==> src/rtl/branch_resolve_if.sv <==
// Execute-to-writeback bundle for branch_resolve: instruction in, link entry out,
// redirect/exception pulses and performance counters.
interface branch_resolve_if #(
  parameter int XLEN  = 32,
  parameter int CNT_W = 32
);
  logic             in_valid;
  logic             in_ready;
  logic             in_is_branch;
  logic             in_is_jal;
  logic             in_is_jalr;
  logic [XLEN-1:0]  in_pc;
  logic [XLEN-1:0]  in_imm;
  logic [XLEN-1:0]  in_rs1;
  logic [4:0]       in_rd;
  logic             cmp_taken;
  logic             pred_taken;
  logic [XLEN-1:0]  pred_target;
  logic             out_valid;
  logic             out_ready;
  logic [4:0]       out_rd;
  logic [XLEN-1:0]  out_link;
  logic             redirect_valid;
  logic [XLEN-1:0]  redirect_pc;
  logic             misalign_exc;
  logic [CNT_W-1:0] branch_count;
  logic [CNT_W-1:0] mispredict_count;

  modport master (
    output in_valid, in_is_branch, in_is_jal, in_is_jalr, in_pc, in_imm, in_rs1, in_rd,
           cmp_taken, pred_taken, pred_target, out_ready,
    input  in_ready, out_valid, out_rd, out_link, redirect_valid, redirect_pc,
           misalign_exc, branch_count, mispredict_count
  );

  modport slave (
    input  in_valid, in_is_branch, in_is_jal, in_is_jalr, in_pc, in_imm, in_rs1, in_rd,
           cmp_taken, pred_taken, pred_target, out_ready,
    output in_ready, out_valid, out_rd, out_link, redirect_valid, redirect_pc,
           misalign_exc, branch_count, mispredict_count
  );
endinterface

==> src/rtl/branch_resolve.sv <==
// Branch/jump resolution: computes the real next PC, redirects on mispredict,
// drops the wrong-path shadow and hands pc+4 link values to writeback.
module branch_resolve #(
  parameter int XLEN          = 32,
  parameter int SHADOW_CYCLES = 2,
  parameter int CNT_W         = 32
) (
  input  logic clk,
  input  logic rst,
  branch_resolve_if.slave bus
);
  localparam int SH_W = $clog2(SHADOW_CYCLES + 1);

  typedef enum logic {RUN, SHADOW} state_t;
  state_t          state_q, state_d;
  logic [SH_W-1:0] sh_q, sh_d;

  logic            is_link, is_ctrl, taken, misalign, mispred, accept, keep;
  logic [XLEN-1:0] seq_pc, br_tgt, jr_sum, target, next_pc;

  always_comb begin
    is_link  = bus.in_is_jal | bus.in_is_jalr;
    is_ctrl  = is_link | bus.in_is_branch;
    taken    = is_link | (bus.in_is_branch & bus.cmp_taken);
    seq_pc   = bus.in_pc + XLEN'(4);
    br_tgt   = bus.in_pc + bus.in_imm;
    jr_sum   = bus.in_rs1 + bus.in_imm;
    target   = bus.in_is_jalr ? {jr_sum[XLEN-1:1], 1'b0} : br_tgt;
    next_pc  = taken ? target : seq_pc;
    misalign = taken & target[1];
    // A misaligned target traps instead of redirecting, so it never opens a shadow.
    mispred  = is_ctrl & ~misalign &
               ((taken != bus.pred_taken) | (taken & (target != bus.pred_target)));
  end

  assign bus.in_ready = (state_q == SHADOW) | ~bus.out_valid | bus.out_ready;
  assign accept       = bus.in_valid & bus.in_ready;
  assign keep         = accept & (state_q == RUN);

  always_comb begin
    state_d = state_q;
    sh_d    = sh_q;
    case (state_q)
      RUN: begin
        if (keep && mispred) begin
          state_d = SHADOW;
          sh_d    = SH_W'(SHADOW_CYCLES);
        end
      end
      SHADOW: begin
        if (sh_q == SH_W'(1)) begin
          state_d = RUN;
          sh_d    = '0;
        end else begin
          sh_d = sh_q - SH_W'(1);
        end
      end
      default: begin
        state_d = RUN;
        sh_d    = '0;
      end
    endcase
  end

  always_ff @(posedge clk) begin
    if (rst) begin
      state_q <= RUN;
      sh_q    <= '0;
    end else begin
      state_q <= state_d;
      sh_q    <= sh_d;
    end
  end

  always_ff @(posedge clk) begin
    if (rst) begin
      bus.out_valid        <= 1'b0;
      bus.out_rd           <= '0;
      bus.out_link         <= '0;
      bus.redirect_valid   <= 1'b0;
      bus.redirect_pc      <= '0;
      bus.misalign_exc     <= 1'b0;
      bus.branch_count     <= '0;
      bus.mispredict_count <= '0;
    end else begin
      bus.redirect_valid <= keep & mispred;
      bus.misalign_exc   <= keep & misalign;
      if (keep) begin
        bus.out_valid <= 1'b1;
        bus.out_rd    <= (is_link & ~misalign) ? bus.in_rd : 5'd0;
        bus.out_link  <= seq_pc;
      end else if (bus.out_ready) begin
        bus.out_valid <= 1'b0;
      end
      // redirect_pc also reports the faulting target of a misaligned jump.
      if (keep && (mispred || misalign))
        bus.redirect_pc <= next_pc;
      if (keep && is_ctrl && (bus.branch_count != '1))
        bus.branch_count <= bus.branch_count + CNT_W'(1);
      if (keep && mispred && (bus.mispredict_count != '1))
        bus.mispredict_count <= bus.mispredict_count + CNT_W'(1);
    end
  end
endmodule

==> src/flat_wrapper.sv <==
// flat-port wrapper written by rule: the top's interface ports become plain ports
module branch_resolve_flat 
#(
  parameter int XLEN          = 32,
  parameter int SHADOW_CYCLES = 2,
  parameter int CNT_W         = 32
)
  (clk, rst, bus_in_valid, bus_in_is_branch, bus_in_is_jal, bus_in_is_jalr, bus_in_pc, bus_in_imm, bus_in_rs1, bus_in_rd, bus_cmp_taken, bus_pred_taken, bus_pred_target, bus_out_ready, bus_in_ready, bus_out_valid, bus_out_rd, bus_out_link, bus_redirect_valid, bus_redirect_pc, bus_misalign_exc, bus_branch_count, bus_mispredict_count);
  branch_resolve_if #(.XLEN(XLEN), .CNT_W(CNT_W)) bus_i ();
  input  logic clk;
  input  logic rst;
  input wire logic [$bits(bus_i.in_valid)-1:0] bus_in_valid;
  input wire logic [$bits(bus_i.in_is_branch)-1:0] bus_in_is_branch;
  input wire logic [$bits(bus_i.in_is_jal)-1:0] bus_in_is_jal;
  input wire logic [$bits(bus_i.in_is_jalr)-1:0] bus_in_is_jalr;
  input wire logic [$bits(bus_i.in_pc)-1:0] bus_in_pc;
  input wire logic [$bits(bus_i.in_imm)-1:0] bus_in_imm;
  input wire logic [$bits(bus_i.in_rs1)-1:0] bus_in_rs1;
  input wire logic [$bits(bus_i.in_rd)-1:0] bus_in_rd;
  input wire logic [$bits(bus_i.cmp_taken)-1:0] bus_cmp_taken;
  input wire logic [$bits(bus_i.pred_taken)-1:0] bus_pred_taken;
  input wire logic [$bits(bus_i.pred_target)-1:0] bus_pred_target;
  input wire logic [$bits(bus_i.out_ready)-1:0] bus_out_ready;
  output wire logic [$bits(bus_i.in_ready)-1:0] bus_in_ready;
  output wire logic [$bits(bus_i.out_valid)-1:0] bus_out_valid;
  output wire logic [$bits(bus_i.out_rd)-1:0] bus_out_rd;
  output wire logic [$bits(bus_i.out_link)-1:0] bus_out_link;
  output wire logic [$bits(bus_i.redirect_valid)-1:0] bus_redirect_valid;
  output wire logic [$bits(bus_i.redirect_pc)-1:0] bus_redirect_pc;
  output wire logic [$bits(bus_i.misalign_exc)-1:0] bus_misalign_exc;
  output wire logic [$bits(bus_i.branch_count)-1:0] bus_branch_count;
  output wire logic [$bits(bus_i.mispredict_count)-1:0] bus_mispredict_count;
  assign bus_i.in_valid = bus_in_valid;
  assign bus_i.in_is_branch = bus_in_is_branch;
  assign bus_i.in_is_jal = bus_in_is_jal;
  assign bus_i.in_is_jalr = bus_in_is_jalr;
  assign bus_i.in_pc = bus_in_pc;
  assign bus_i.in_imm = bus_in_imm;
  assign bus_i.in_rs1 = bus_in_rs1;
  assign bus_i.in_rd = bus_in_rd;
  assign bus_i.cmp_taken = bus_cmp_taken;
  assign bus_i.pred_taken = bus_pred_taken;
  assign bus_i.pred_target = bus_pred_target;
  assign bus_i.out_ready = bus_out_ready;
  assign bus_in_ready = bus_i.in_ready;
  assign bus_out_valid = bus_i.out_valid;
  assign bus_out_rd = bus_i.out_rd;
  assign bus_out_link = bus_i.out_link;
  assign bus_redirect_valid = bus_i.redirect_valid;
  assign bus_redirect_pc = bus_i.redirect_pc;
  assign bus_misalign_exc = bus_i.misalign_exc;
  assign bus_branch_count = bus_i.branch_count;
  assign bus_mispredict_count = bus_i.mispredict_count;
  branch_resolve #(.XLEN(XLEN), .SHADOW_CYCLES(SHADOW_CYCLES), .CNT_W(CNT_W)) u_core (.clk(clk), .rst(rst), .bus(bus_i));
endmodule
==> config.mk <==
export PLATFORM = sky130hd
export DESIGN_NAME = branch_resolve_flat
export DESIGN_NICKNAME = d
export VERILOG_FILES = /design/src/rtl/branch_resolve_if.sv /design/src/rtl/branch_resolve.sv /design/src/flat_wrapper.sv
export SDC_FILE = /design/constraint.sdc
export NUM_CORES = 1
export LEC_CHECK = 0
export BUFFER_PORTS_ARGS = -buffer_cell sky130_fd_sc_hd__buf_2
export CAP_MARGIN = 20
export CELL_PAD_IN_SITES_DETAIL_PLACEMENT = 2
export CELL_PAD_IN_SITES_GLOBAL_PLACEMENT = 2
export CORE_MARGIN = 3
export CORE_UTILIZATION = 34
export DETAILED_ROUTE_END_ITERATION = 10
export PLACE_DENSITY = 0.86
export SETUP_SLACK_MARGIN = 0.15
export SYNTH_ARGS = -nofsm -noshare
export SYNTH_HDL_FRONTEND = slang
export SYNTH_SLANG_ARGS = --single-unit
export TNS_END_PERCENT = 50
==> constraint.sdc <==
create_clock -name clk -period 8.3 [get_ports clk]
set_input_delay 0.83 -clock clk [delete_from_list [all_inputs] [get_ports clk]]
set_output_delay 0.83 -clock clk [all_outputs]
set_load 0.02 [all_outputs]
==> flow_metrics.tcl <==
set metrics [dict create \
    ys_seq_area_frac 0.240 \
    vias_per_cell 5.78 \
    crit_type "in2reg" \
    cts_inserted_buffers 17 \
    rsz0062_at_grt "no" \
    die-area_mm2 0.0363 \
    async_flop_share 0 \
    area_growth_pct 20.1 \
    netlist_area_mm2 0.0116 \
    synth_edf_count 0 \
    status "finished, final reports clean" \
    syn_nets 1713 \
    grt_pass1_vias 13500 \
    cp-end-kind "flip-flop" \
    dr.pass1.iters 4 \
    synth_flop_cell "dfxtp_1" \
    avgSynthCellArea_um2 7.70 \
    max-slew-margin-rel 0.359 \
    hold_viol 0 \
    crit_family "buffers and inverters" \
    slowest_stage "a2111oi_1" \
    postRouteAntennaNets 0 \
    crit_required_ns 8.58 \
    nNetsFinal 1932 \
    drcViolationCount 0 \
    dp_hpwl_um 40800 \
    synth_common_cells "nor2_1, dfxtp_1, a21oi_1, nand2_1, xnor2_1" \
    tns_ns 0 \
    worstHoldStart "u_core.bus.out_link[3]$_SDFFE_PP0P_" \
    cpPeakStageDelay_ns 0.77 \
    drv_slew 0 \
    vdd_drop_max_uv 126 \
    pin_count 279 \
    yosysTopAreaCell "dfxtp_1" \
    ys_ff_latch 139 \
    cts_tree "done" \
    clock_latency_ns 0.43 \
    min_to "u_core.bus.out_link[3]$_SDFFE_PP0P_" \
    via_count 12600 \
    skew_ns 0.00912 \
    grt_pass1_wl_um 78900 \
    synthCells 1504 \
    fin_crit_sh 0.720 \
    start_kind "primary input" \
    avgRoutedWirePerCell_um 23.6 \
    die_w_um 191 \
    drive_gt1_frac 0.209 \
    min_path_type "reg2reg" \
    cap_violations 0 \
    synth_top_area_share 0.240 \
    antenna_found_initial 1 \
    synth_most_common_cell "nor2_1" \
    regToRegStartpoint "u_core.bus.mispredict_count[4]$_SDFFE_PP0P_" \
    drt_iter0_markers 579 \
    initial_core_util 0.351 \
    clkTransAtPathRegs_ns 0.06 \
    grt_start_max_net_pins 76 \
    place.gp.congestion 0.921 \
    grtUsageTotal 0.278 \
    overflow 0 \
    path_cells "buf_2 -> buf_4 -> a211oi_4 -> inv_1 -> nand4_1 -> nor4_1 -> o311ai_1 -> a2111oi_1 -> nand4_1 -> nor4b_2 -> nand4_1 -> o21ai_2 -> buf_4 -> o31ai_4 -> buf_4 -> mux2i_1 -> nor2_1" \
    cts_hold_buf 0 \
    core_area_mm2 0.0330 \
    power_density_mw_per_mm2 182 \
    synth-warning-count 0 \
    r2r-end "u_core.bus.mispredict_count[25]$_SDFFE_PP0P_" \
    holdPathStages 2 \
    yosys-top-cells-area "dfxtp_1, ha_1, xnor2_1" \
    crit_path_max_fanout 47 \
    min_period_ns 5.98 \
    io_buffers 278 \
    rrSetupSlack_ns 4.21 \
    p_leak_nw 5.92 \
    cts_setup_buffers 0 \
    drt-total-wl_um 51300 \
    root_buffer "clkbuf_16" \
    tightest_slew_ns 0.954 \
    num_rows 66 \
    crit_arrival_ns 6.26 \
    rr_worst_depth 12 \
    synth.distinct_cells 92 \
    critPathBufInv 5 \
    final_cells 2179 \
    setup_viol 0 \
    cts-resized-gates 0 \
    htreeDepth 4 \
    cts.path.max_buffers 2 \
    fmax_ghz 0.167 \
    dp_cells 2146 \
    die_h_um 191 \
    cts_sinks 139 \
]
[cells by family (layout without fill, tap and decap cells)]
group           Yosys count  after routing  synth area share
fa+ha+maj                67             67            0.0736
simple gates            604            604             0.260
xor+xnor                147            147             0.114
flops                   139            139             0.240
other cells               0              1                 0
compound gates          376            376             0.217
mux                      61             61            0.0540
buf+inv                 110            342            0.0414
[state kept, by name, summed over array words and instances, names as in the netlist]
signal,flops
u_core.bus.branch_count,32
u_core.bus.misalign_exc,1
u_core.bus.mispredict_count,32
u_core.bus.out_link,32
u_core.bus.out_rd,5
u_core.bus.out_valid,1
u_core.bus.redirect_pc,32
u_core.bus.redirect_valid,1
u_core.sh_q,2
u_core.state_q,1
[metrics by stage]
stage | utilization | worst slack (ns) | cell area [µm²] | power, mW | hold slack [ns]
6_report | 0.421 | 2.32 | 13900 | 2.54 | 0.465
5_1_grt | 0.421 | 2.21 | 13900 | 2.66 | 0.498
4_1_cts | 0.421 | 2.52 | 13900 | 2.55 | 0.469
3_5_place_dp | 0.400 | 2.07 | 13200 | 1.64 | 0.460
3_3_place_gp | 0.400 | 2.25 | 13200 | 1.60 | 0.445
2_1_floorplan | - | 3.84 | 11600 | 1.33 | 0.471
[power breakdown]
group	switching [mW]	total [mW]	internal [mW]
Clock	0.303	0.902	0.600
Sequential	0.0309	0.744	0.713
Combinational	0.577	0.892	0.315
[how the worst max path moves through the flow]
stage                               from                                            to  cells after the start
final                     bus_in_is_jalr       u_core.bus.redirect_pc[15]$_SDFFE_PP0P_                     17
after global routing      bus_in_is_jalr       u_core.bus.redirect_pc[20]$_SDFFE_PP0P_                     17
after CTS                 bus_in_is_jalr        u_core.bus.redirect_pc[9]$_SDFFE_PP0P_                     17
after detailed placement  bus_in_is_jalr        u_core.bus.redirect_pc[5]$_SDFFE_PP0P_                     17
after global placement    bus_in_is_jalr       u_core.bus.redirect_pc[27]$_SDFFE_PP0P_                     17
after floorplan            bus_in_imm[0]  u_core.bus.mispredict_count[25]$_SDFFE_PP0P_                     16
[cell type report]
| class | instances | area [µm²] |
|---|---|---|
| Fill cell | 3836 | 19100 |
| Multi-Input combinational cell | 1255 | 8350 |
| Sequential cell | 139 | 2780 |
| Timing Repair Buffer | 286 | 1450 |
| Tap cell | 442 | 553 |
| Clock buffer | 19 | 443 |
| Clock inverter | 13 | 245 |
| Inverter | 24 | 90.1 |
| Antenna cell | 1 | 2.50 |
[layer usage]
metal | track usage | up-vias | wire length [µm]
met1 | 0.351 | 6282 | 21900
met3 | 0.0325 | 77 | 2540
met5 | 0 | - | 0
met2 | 0.490 | 355 | 25400
met4 | 0.0917 | 0 | 1470
li1 | - | 5888 | -
[placed cells by master (no fill, tap or decap), types with 26 or more instances in the layout]
master and instances:
nand3_1 60, xnor2_1 84, a21oi_1 122, and3_1 38, nand2_1 116, dfxtp_1 139
nor3_1 31, or3_1 26, nor2_1 190, a211oi_1 43, xor2_1 61, nand4_1 41
buf_2 277, mux2i_1 52, o21ai_0 70, ha_1 65
[worst register-to-register path: stages, from the launching register on]
cell and delay [ns]:
dfxtp_1 0.37, and3_1 0.23, and3_1 0.23, and2_1 0.21, and4_1 0.26, and3_1 0.21
and3_1 0.26, and3_1 0.25, nand4_1 0.19, nand4_1 0.44, nor3_1 0.73, and4_1 0.29
mux2_2 0.33
Note: power is estimated with default switching activity, not from simulation.
